<file path="config.mk">
export PLATFORM = sky130hd
export DESIGN_NAME = menu_ctrl
export DESIGN_NICKNAME = d
export VERILOG_FILES = /design/src/rtl/menu_ctrl.sv
export SDC_FILE = /design/constraint.sdc
export NUM_CORES = 1
export LEC_CHECK = 0
export CAP_MARGIN = 25
export CORE_ASPECT_RATIO = 1.4
export CORE_MARGIN = 2
export CORE_UTILIZATION = 25
export CTS_CLUSTER_SIZE = 40
export DETAILED_ROUTE_END_ITERATION = 8
export PLACE_DENSITY = 0.47
export SETUP_SLACK_MARGIN = 0.2
export SYNTH_ARGS = -nofsm -noshare
export SYNTH_HDL_FRONTEND = slang
export SYNTH_SLANG_ARGS = --single-unit
</file>
<file path="constraint.sdc">
create_clock -name clk -period 4.1 [get_ports clk]
set_input_delay 0.82 -clock clk [delete_from_list [all_inputs] [get_ports clk]]
set_output_delay 0.82 -clock clk [all_outputs]
set_load 0.05 [all_outputs]
</file>
<file path="src/rtl/menu_ctrl.sv">
// menu_ctrl: in-game menu controller and video overlay.
// Decodes ASCII keys into menu navigation and game start/pause control, and
// draws the menu panel, cursor row and value bars over the incoming video.
module menu_ctrl #(
  parameter int                          NUM_ITEMS    = 4,
  parameter int                          VAL_W        = 4,
  parameter logic [NUM_ITEMS*VAL_W-1:0]  INIT_VALUES  = '0,
  parameter int                          KEY_HOLDOFF  = 4,
  parameter int                          PIPE_DEL     = 4,
  parameter int                          MENU_X       = 448,
  parameter int                          MENU_Y       = 256,
  parameter int                          MENU_W       = 128,
  parameter int                          ROW_H        = 16,
  parameter int                          BAR_SCALE    = 8,
  parameter logic [11:0]                 MENU_COLOR   = 12'h555,
  parameter logic [11:0]                 CURSOR_COLOR = 12'h888,
  parameter logic [11:0]                 BAR_COLOR    = 12'h0f0
) (
  input  logic                         clk,
  input  logic                         rst,
  input  logic [7:0]                   key,
  input  logic [15:0]                  vcount_in,
  input  logic [15:0]                  hcount_in,
  input  logic                         vsync_in,
  input  logic                         hsync_in,
  input  logic [11:0]                  rgb_in,
  output logic [15:0]                  vcount_out,
  output logic [15:0]                  hcount_out,
  output logic                         vsync_out,
  output logic                         hsync_out,
  output logic [11:0]                  rgb_out,
  output logic                         menu_active,
  output logic                         game_start,
  output logic [3:0]                   cursor,
  output logic [NUM_ITEMS*VAL_W-1:0]   item_values
);

  localparam logic [7:0] KEY_ESC   = 8'h1b;
  localparam logic [7:0] KEY_ENTER = 8'h0d;
  localparam logic [7:0] KEY_UP    = 8'h77;
  localparam logic [7:0] KEY_DOWN  = 8'h73;
  localparam logic [7:0] KEY_INC   = 8'h64;
  localparam logic [7:0] KEY_DEC   = 8'h61;

  localparam int            HW        = $clog2(KEY_HOLDOFF + 1);
  localparam logic [HW-1:0] HOLD_LOAD = HW'(KEY_HOLDOFF);
  localparam logic [3:0]    LAST_ITEM = 4'(NUM_ITEMS - 1);

  localparam logic [31:0] PANEL_X0 = 32'(MENU_X);
  localparam logic [31:0] PANEL_X1 = 32'(MENU_X + MENU_W);
  localparam logic [31:0] PANEL_Y0 = 32'(MENU_Y);
  localparam logic [31:0] PANEL_Y1 = 32'(MENU_Y + NUM_ITEMS * ROW_H);
  localparam logic [31:0] ROW_LEN  = 32'(ROW_H);
  localparam logic [31:0] BAR_MUL  = 32'(BAR_SCALE);

  typedef enum logic {CLOSED, OPEN} state_t;

  state_t                       state_q, state_d;
  logic [3:0]                   cursor_q, cursor_d;
  logic [NUM_ITEMS*VAL_W-1:0]   items_q, items_d;
  logic                         start_q, start_d;
  logic [HW-1:0]                holdoff_q, holdoff_d;
  logic [7:0]                   keyPrev_q;
  logic                         keyAccept;

  logic [31:0]                  hc32, vc32, hOff, rowIdx, barLen;
  logic [VAL_W-1:0]             rowVal;
  logic                         inPanel;
  logic [11:0]                  rgbOverlay;

  logic [15:0]                  vcPipe_q [PIPE_DEL];
  logic [15:0]                  hcPipe_q [PIPE_DEL];
  logic                         vsPipe_q [PIPE_DEL];
  logic                         hsPipe_q [PIPE_DEL];
  logic [11:0]                  rgbPipe_q [PIPE_DEL];

  // A key counts only on a fresh press outside the holdoff window.
  assign keyAccept = (key != 8'h00) && (key != keyPrev_q) && (holdoff_q == '0);

  // Next-state logic: menu FSM, cursor/value edits, start pulse and holdoff.
  always_comb begin
    state_d   = state_q;
    cursor_d  = cursor_q;
    items_d   = items_q;
    start_d   = 1'b0;
    holdoff_d = (holdoff_q != '0) ? holdoff_q - HW'(1) : '0;
    if (keyAccept) begin
      holdoff_d = HOLD_LOAD;
      case (state_q)
        CLOSED: begin
          if (key == KEY_ESC) begin
            state_d = OPEN;
          end else if (key == KEY_ENTER) begin
            start_d = 1'b1;
          end
        end
        OPEN: begin
          case (key)
            KEY_ESC:  state_d  = CLOSED;
            KEY_UP:   cursor_d = (cursor_q == 4'd0) ? LAST_ITEM : cursor_q - 4'd1;
            KEY_DOWN: cursor_d = (cursor_q == LAST_ITEM) ? 4'd0 : cursor_q + 4'd1;
            KEY_INC: begin
              for (int i = 0; i < NUM_ITEMS; i++) begin
                if (cursor_q == 4'(i)) begin
                  items_d[i*VAL_W +: VAL_W] = items_q[i*VAL_W +: VAL_W] + VAL_W'(1);
                end
              end
            end
            KEY_DEC: begin
              for (int i = 0; i < NUM_ITEMS; i++) begin
                if (cursor_q == 4'(i)) begin
                  items_d[i*VAL_W +: VAL_W] = items_q[i*VAL_W +: VAL_W] - VAL_W'(1);
                end
              end
            end
            default: ;
          endcase
        end
        default: state_d = CLOSED;
      endcase
    end
  end

  // Control registers, including the key history used for edge detection.
  always_ff @(posedge clk) begin
    if (!rst) begin
      state_q   <= CLOSED;
      cursor_q  <= 4'd0;
      items_q   <= INIT_VALUES;
      start_q   <= 1'b0;
      holdoff_q <= '0;
      keyPrev_q <= 8'h00;
    end else begin
      state_q   <= state_d;
      cursor_q  <= cursor_d;
      items_q   <= items_d;
      start_q   <= start_d;
      holdoff_q <= holdoff_d;
      keyPrev_q <= key;
    end
  end

  // Overlay colour for the pixel entering the pipe, using the current menu state.
  always_comb begin
    hc32    = {16'h0000, hcount_in};
    vc32    = {16'h0000, vcount_in};
    hOff    = hc32 - PANEL_X0;
    rowIdx  = (vc32 - PANEL_Y0) / ROW_LEN;
    rowVal  = '0;
    for (int i = 0; i < NUM_ITEMS; i++) begin
      if (rowIdx == 32'(i)) begin
        rowVal = items_q[i*VAL_W +: VAL_W];
      end
    end
    barLen  = 32'(rowVal) * BAR_MUL;
    inPanel = (state_q == OPEN) &&
              (hc32 >= PANEL_X0) && (hc32 < PANEL_X1) &&
              (vc32 >= PANEL_Y0) && (vc32 < PANEL_Y1);
    rgbOverlay = rgb_in;
    if (inPanel) begin
      if (hOff < barLen) begin
        rgbOverlay = BAR_COLOR;
      end else if (rowIdx == {28'h0000000, cursor_q}) begin
        rgbOverlay = CURSOR_COLOR;
      end else begin
        rgbOverlay = MENU_COLOR;
      end
    end
  end

  // Shared delay line keeping counters, syncs and pixel colour aligned.
  always_ff @(posedge clk) begin
    if (!rst) begin
      for (int i = 0; i < PIPE_DEL; i++) begin
        vcPipe_q[i]  <= 16'h0000;
        hcPipe_q[i]  <= 16'h0000;
        vsPipe_q[i]  <= 1'b0;
        hsPipe_q[i]  <= 1'b0;
        rgbPipe_q[i] <= 12'h000;
      end
    end else begin
      vcPipe_q[0]  <= vcount_in;
      hcPipe_q[0]  <= hcount_in;
      vsPipe_q[0]  <= vsync_in;
      hsPipe_q[0]  <= hsync_in;
      rgbPipe_q[0] <= rgbOverlay;
      for (int i = 1; i < PIPE_DEL; i++) begin
        vcPipe_q[i]  <= vcPipe_q[i-1];
        hcPipe_q[i]  <= hcPipe_q[i-1];
        vsPipe_q[i]  <= vsPipe_q[i-1];
        hsPipe_q[i]  <= hsPipe_q[i-1];
        rgbPipe_q[i] <= rgbPipe_q[i-1];
      end
    end
  end

  assign vcount_out  = vcPipe_q[PIPE_DEL-1];
  assign hcount_out  = hcPipe_q[PIPE_DEL-1];
  assign vsync_out   = vsPipe_q[PIPE_DEL-1];
  assign hsync_out   = hsPipe_q[PIPE_DEL-1];
  assign rgb_out     = rgbPipe_q[PIPE_DEL-1];
  assign menu_active = (state_q == OPEN);
  assign game_start  = start_q;
  assign cursor      = cursor_q;
  assign item_values = items_q;

endmodule

</file>
# ---- Yosys cells after proc, flatten, opt, wreduce, memory -nomap -nowiden
# Memory sizes are Yosys's and may differ from the RTL's.
# Index checks and enable logic that the tools add are counted.
dict set report totals {
  regBits 33
  ramBits 184
  input_bits 56
  out_inout_bits 68
  wordCells 146
  n_memories 5
}
dict set report op_classes {
  add_sub_neg 13
  order_cmp 5
  eq_ne 22
  mux 47
  bitwise 24
  reduce_logical 20
}
# name depth width read_ports rd_clocked_by_memory_dff wr line_no
set mem_list {}
lappend mem_list {hcPipe_q 4 16 4 0 4 72} ;# logic [15:0] hcPipe_q [PIPE_DEL];
lappend mem_list {vcPipe_q 4 16 4 0 4 71} ;# logic [15:0] vcPipe_q [PIPE_DEL];
lappend mem_list {rgbPipe_q 4 12 4 0 4 75} ;# logic [11:0] rgbPipe_q [PIPE_DEL];
lappend mem_list {hsPipe_q 4 1 4 0 4 74} ;# logic hsPipe_q [PIPE_DEL];
lappend mem_list {vsPipe_q 4 1 4 0 4 73} ;# logic vsPipe_q [PIPE_DEL];
# operator count
set ops {}
lappend ops {{$mux W16} 8}
lappend ops {{$mux W12} 7}
lappend ops {{$eq A28 B2 Y1 const B} 2}
lappend ops {{$mux W4} 14}
lappend ops {{$sub A16 B9 Y17 const B} 2}
lappend ops {{$eq A8 B7 Y1 const B} 4}
lappend ops {{$ge A16 B9 Y1 const B} 2}
lappend ops {{$logic_not A32 Y1} 1}
lappend ops {{$lt A32 B7 Y1} 1}
lappend ops {{$pmux W16 S2} 1}
lappend ops {{$eq A28 B1 Y1 const B} 1}
lappend ops {{$eq A28 B4 Y1} 1}
lappend ops {{$add A4 B1 Y4 const B} 5}
lappend ops {{$or A1 B1 Y1} 20}
lappend ops {{$reduce_and A5 Y1} 4}
lappend ops {{$sub A4 B1 Y4 const B} 5}
lappend ops {{$lt A16 B10 Y1 const B} 1}
lappend ops {{$lt A16 B9 Y1 const B} 1}
lappend ops {{$ne A2 B2 Y1 const B} 8}
lappend ops {{$mux W1} 13}
lappend ops {{$eq A4 B2 Y1 const B} 2}
lappend ops {{$eq A8 B4 Y1 const B} 1}
lappend ops {{$eq A8 B5 Y1 const B} 1}
lappend ops {{$ne A8 B8 Y1} 1}
lappend ops {{15 further kinds} 25}

# ---- Longest topological paths before layout
dict set report depth {
  ltp_word 10
  mapped_depth 10
}

# ---- Worst setup path after synthesis
# No wires, ideal clock.
dict set report synth_timing {
  path_type {in2reg}
  startpoint {in vcount_in[9]}
  endpoint {mem rgbPipe_q[0][11]}
  setup_ns 0.117
  t_arrival_ns 2.988
  path_slack_ns 0.995
  cell_stages 10
  path_buffers 1
  cell_sequence {nor4b_1 -> and3_1 -> nand2_1 -> ha_1 -> or4_1 -> a21oi_1 -> o2111ai_1 -> or3_1 -> buf_2 -> a32o_1}
}
# element line_no
set synth_lines {}
lappend synth_lines {{start: declaration} 22} ;# input logic [15:0] vcount_in,
lappend synth_lines {{end: declaration} 75}

==> results.cfg <==
[sta]
hold_violations = 0
setup_tns_ns = 0
maxSlewViolCount = 0
relSlewSlack_pct = 42.1
rsz0062_at_grt = no
fmax_mhz = 308
final.period_utilization_pct = 79.2
finalSetupViolCount = 0
skew_ns = 0.0166
finalCriticalPeriod_ns = 3.25
tightest_slew_ns = 0.866

[place]
place_congestion = 0.747
place_area_sq_um = 9130
hpwl_microns = 11600
io_buffers = 123

[critical_path]
path_max_fanout = 6
critPathRequiredTime_ns = 4.50
crit_slowest_cell = or4_1
cp-start-kind = input pin
cp.arrival_ns = 3.65
worst-path-buf-inv = 2
crit_type = in2reg
cp-end-kind = flop
crit_family = simple AND/OR/NAND/NOR gates
critPathMaxStageDelay_ns = 0.47
path_cells = clkdlybuf4s50_1, nor4_1, buf_4, and3_1, nand2_1, ha_1, or4_1, a21oi_1, o2111ai_1, or3_1, a32o_1

[clock_network]
clkSinkCount = 217
cts_resized = 0
numCtsBuffers = 23
ctsLongestPathBuffers = 3
cts_tree = yes
clkLatencyLatePin_ns = 0.51
path_clk_slew_ns = 0.06
cts_hold_buf = 0
cts_setup_buffers = 0
cts_max_level = 1
root_buffer = clkbuf_16

[final_layout]
finalCoreUtilization_pct = 32.5
syn2layout_area_growth_pct = 28.9
seq_area_sq_um = 4340
layout_common_cells = dfxtp_1 (217), and2_1 (183), clkdlybuf4s50_1 (122)
multi_input_area_sq_um = 2920
fillers = 3127
final_common_cell = dfxtp_1
drive_gt1_share_pct = 7.75
final_nets = 878
design_area_sq_um = 9950

[grt]
grt_pass1_vias = 4720
grt_max_degree = 85
antenna_found_initial = 2
grt.total_usage_pct = 10.0
grt-ovfl-total = 0
grt_pass1_wl_microns = 25600

[routing]
viasPerCell = 3.90
ant_nets = 0
vias = 4690
wl_microns = 16200
drc_errors = 0
drt_iter0_drc = 179
dr.pass1.iters = 4
drt-wirelength-per-cell_microns = 13.4

[synth]
synth_cell_types = 58
syn_area_sq_um = 7710
synth_enable_flop_cells = 0
synth_nets = 785
syn_avg_cell_area_sq_um = 10.9
synthCells = 705
ys_dominant_reg_cell = dfxtp_1
ys_seq_elements = 217
yosysWarnings = 0
ys_seq_area_share_pct = 56.3
async_reset_ff_share_pct = 0

[hold_path]
hold_path.class = reg2reg

[floorplan]
die_area_sq_um = 32300
pin_count = 124
die_h_microns = 212
coreArea_sq_um = 30600
start_util_pct = 25.2
row_count = 76
fp.dieW_microns = 152

[run_status]
status = finished, final reports clean

[power]
p_per_area_nw_per_um2 = 477
power.leakage_nw = 3.95
ir_drop_mv = 0.252

[job]
drv_cap = 0
-- worst reg2reg max path, delay by kind of cell, from the launching register on --
family	cells	cell delay, ns
adders and majority gates	1	0.17
DFF	1	0.42
muxes	1	0.27
AOI/OAI and AO/OA	3	0.52
and+or+nand+nor	3	0.98
-- stage by stage --
step / hold WS, ns / total power, mW / cells / setup slack [ns]
floorplan: 0.392 / 2.47 / 705 / 0.995
global placement: 0.400 / 2.59 / 1163 / 0.317
detailed placement: 0.407 / 2.59 / 1163 / 0.286
CTS: 0.416 / 4.84 / 1203 / 0.800
global route: 0.421 / 4.95 / 1203 / 0.677
finish: 0.414 / 4.74 / 1204 / 0.853
-- synth_stat cells, types with 5 or more instances --
| cell | number | area (sq um) |
|---|---|---|
| nand2b_1 | 7 | 43.8 |
| and3_1 | 10 | 62.6 |
| and2_1 | 183 | 1140 |
| o21ai_0 | 5 | 25.0 |
| dfxtp_1 | 217 | 4340 |
| nand2_1 | 26 | 97.6 |
| clkbuf_1 | 24 | 90.1 |
| xnor2_1 | 11 | 96.3 |
| xor2_1 | 15 | 131 |
| nand3_1 | 9 | 45.0 |
| ha_1 | 20 | 250 |
| nor2_1 | 25 | 93.8 |
| a21oi_1 | 12 | 60.1 |
| buf_4 | 36 | 270 |
| mux2i_1 | 16 | 160 |
| inv_1 | 18 | 67.6 |
-- logic make-up (layout without fill, tap and decap cells) --
group	count (synthesis)	after routing	synth area share (%)
and+or+nand+nor	289	289	22.2
DFF	217	217	56.3
buffers and inverters	82	190	5.79
AOI/OAI and AO/OA	46	46	5.04
xor gates and xnor gates	26	26	2.95
adders and majority gates	24	24	4.28
muxes	21	21	3.39
other	0	1	0
-- area by class of cell --
| class | count | area share, % |
|---|---|---|
| Multi-Input combinational cell | 406 | 29.4 |
| Clock inverter | 11 | 1.96 |
| Sequential cell | 217 | 43.7 |
| Inverter | 18 | 0.679 |
| Timing Repair Buffer | 132 | 13.2 |
| Antenna cell | 1 | 0.0252 |
| Clock buffer | 29 | 6.21 |
| Tap cell | 390 | 4.91 |
-- metal layers --
layer,GRT usage [%],up-vias,wire length (microns)
met4,3.80,2,329
met1,11.0,2127,6440
li1,-,2445,-
met2,18.8,94,8520
met3,2.23,22,851
met5,0,-,13
-- state kept, by name (all words and copies together) (netlist names), 4 cells and up --
register     cells
hsPipe_q         4
hcPipe_q        64
item_values     16
vsPipe_q         4
rgbPipe_q       48
cursor           4
keyPrev_q        8
vcPipe_q        64
-- final timing paths --
kind / startpoint / slack [ns] / cells past startpoint / end
worst max-delay path: vcount_in[11] / 0.85 / 11 / rgbPipe_q[0][11]
worst min-delay path: holdoff_q[0] / 0.41 / 1 / holdoff_q[0]
worst max register to register: item_values[15] / 1.64 / 8 / rgbPipe_q[0][11]
worst min register to register: holdoff_q[0] / 0.41 / 1 / holdoff_q[0]
-- where the power goes --
part           internal [mW]  leakage, nW  switching [mW]
combinational          0.149         1.79           0.181
clock                   1.38        0.386           0.821
sequential              2.19         1.78          0.0187
total                   3.72         3.95            1.02
Note: power is estimated with default switching activity, not from simulation.
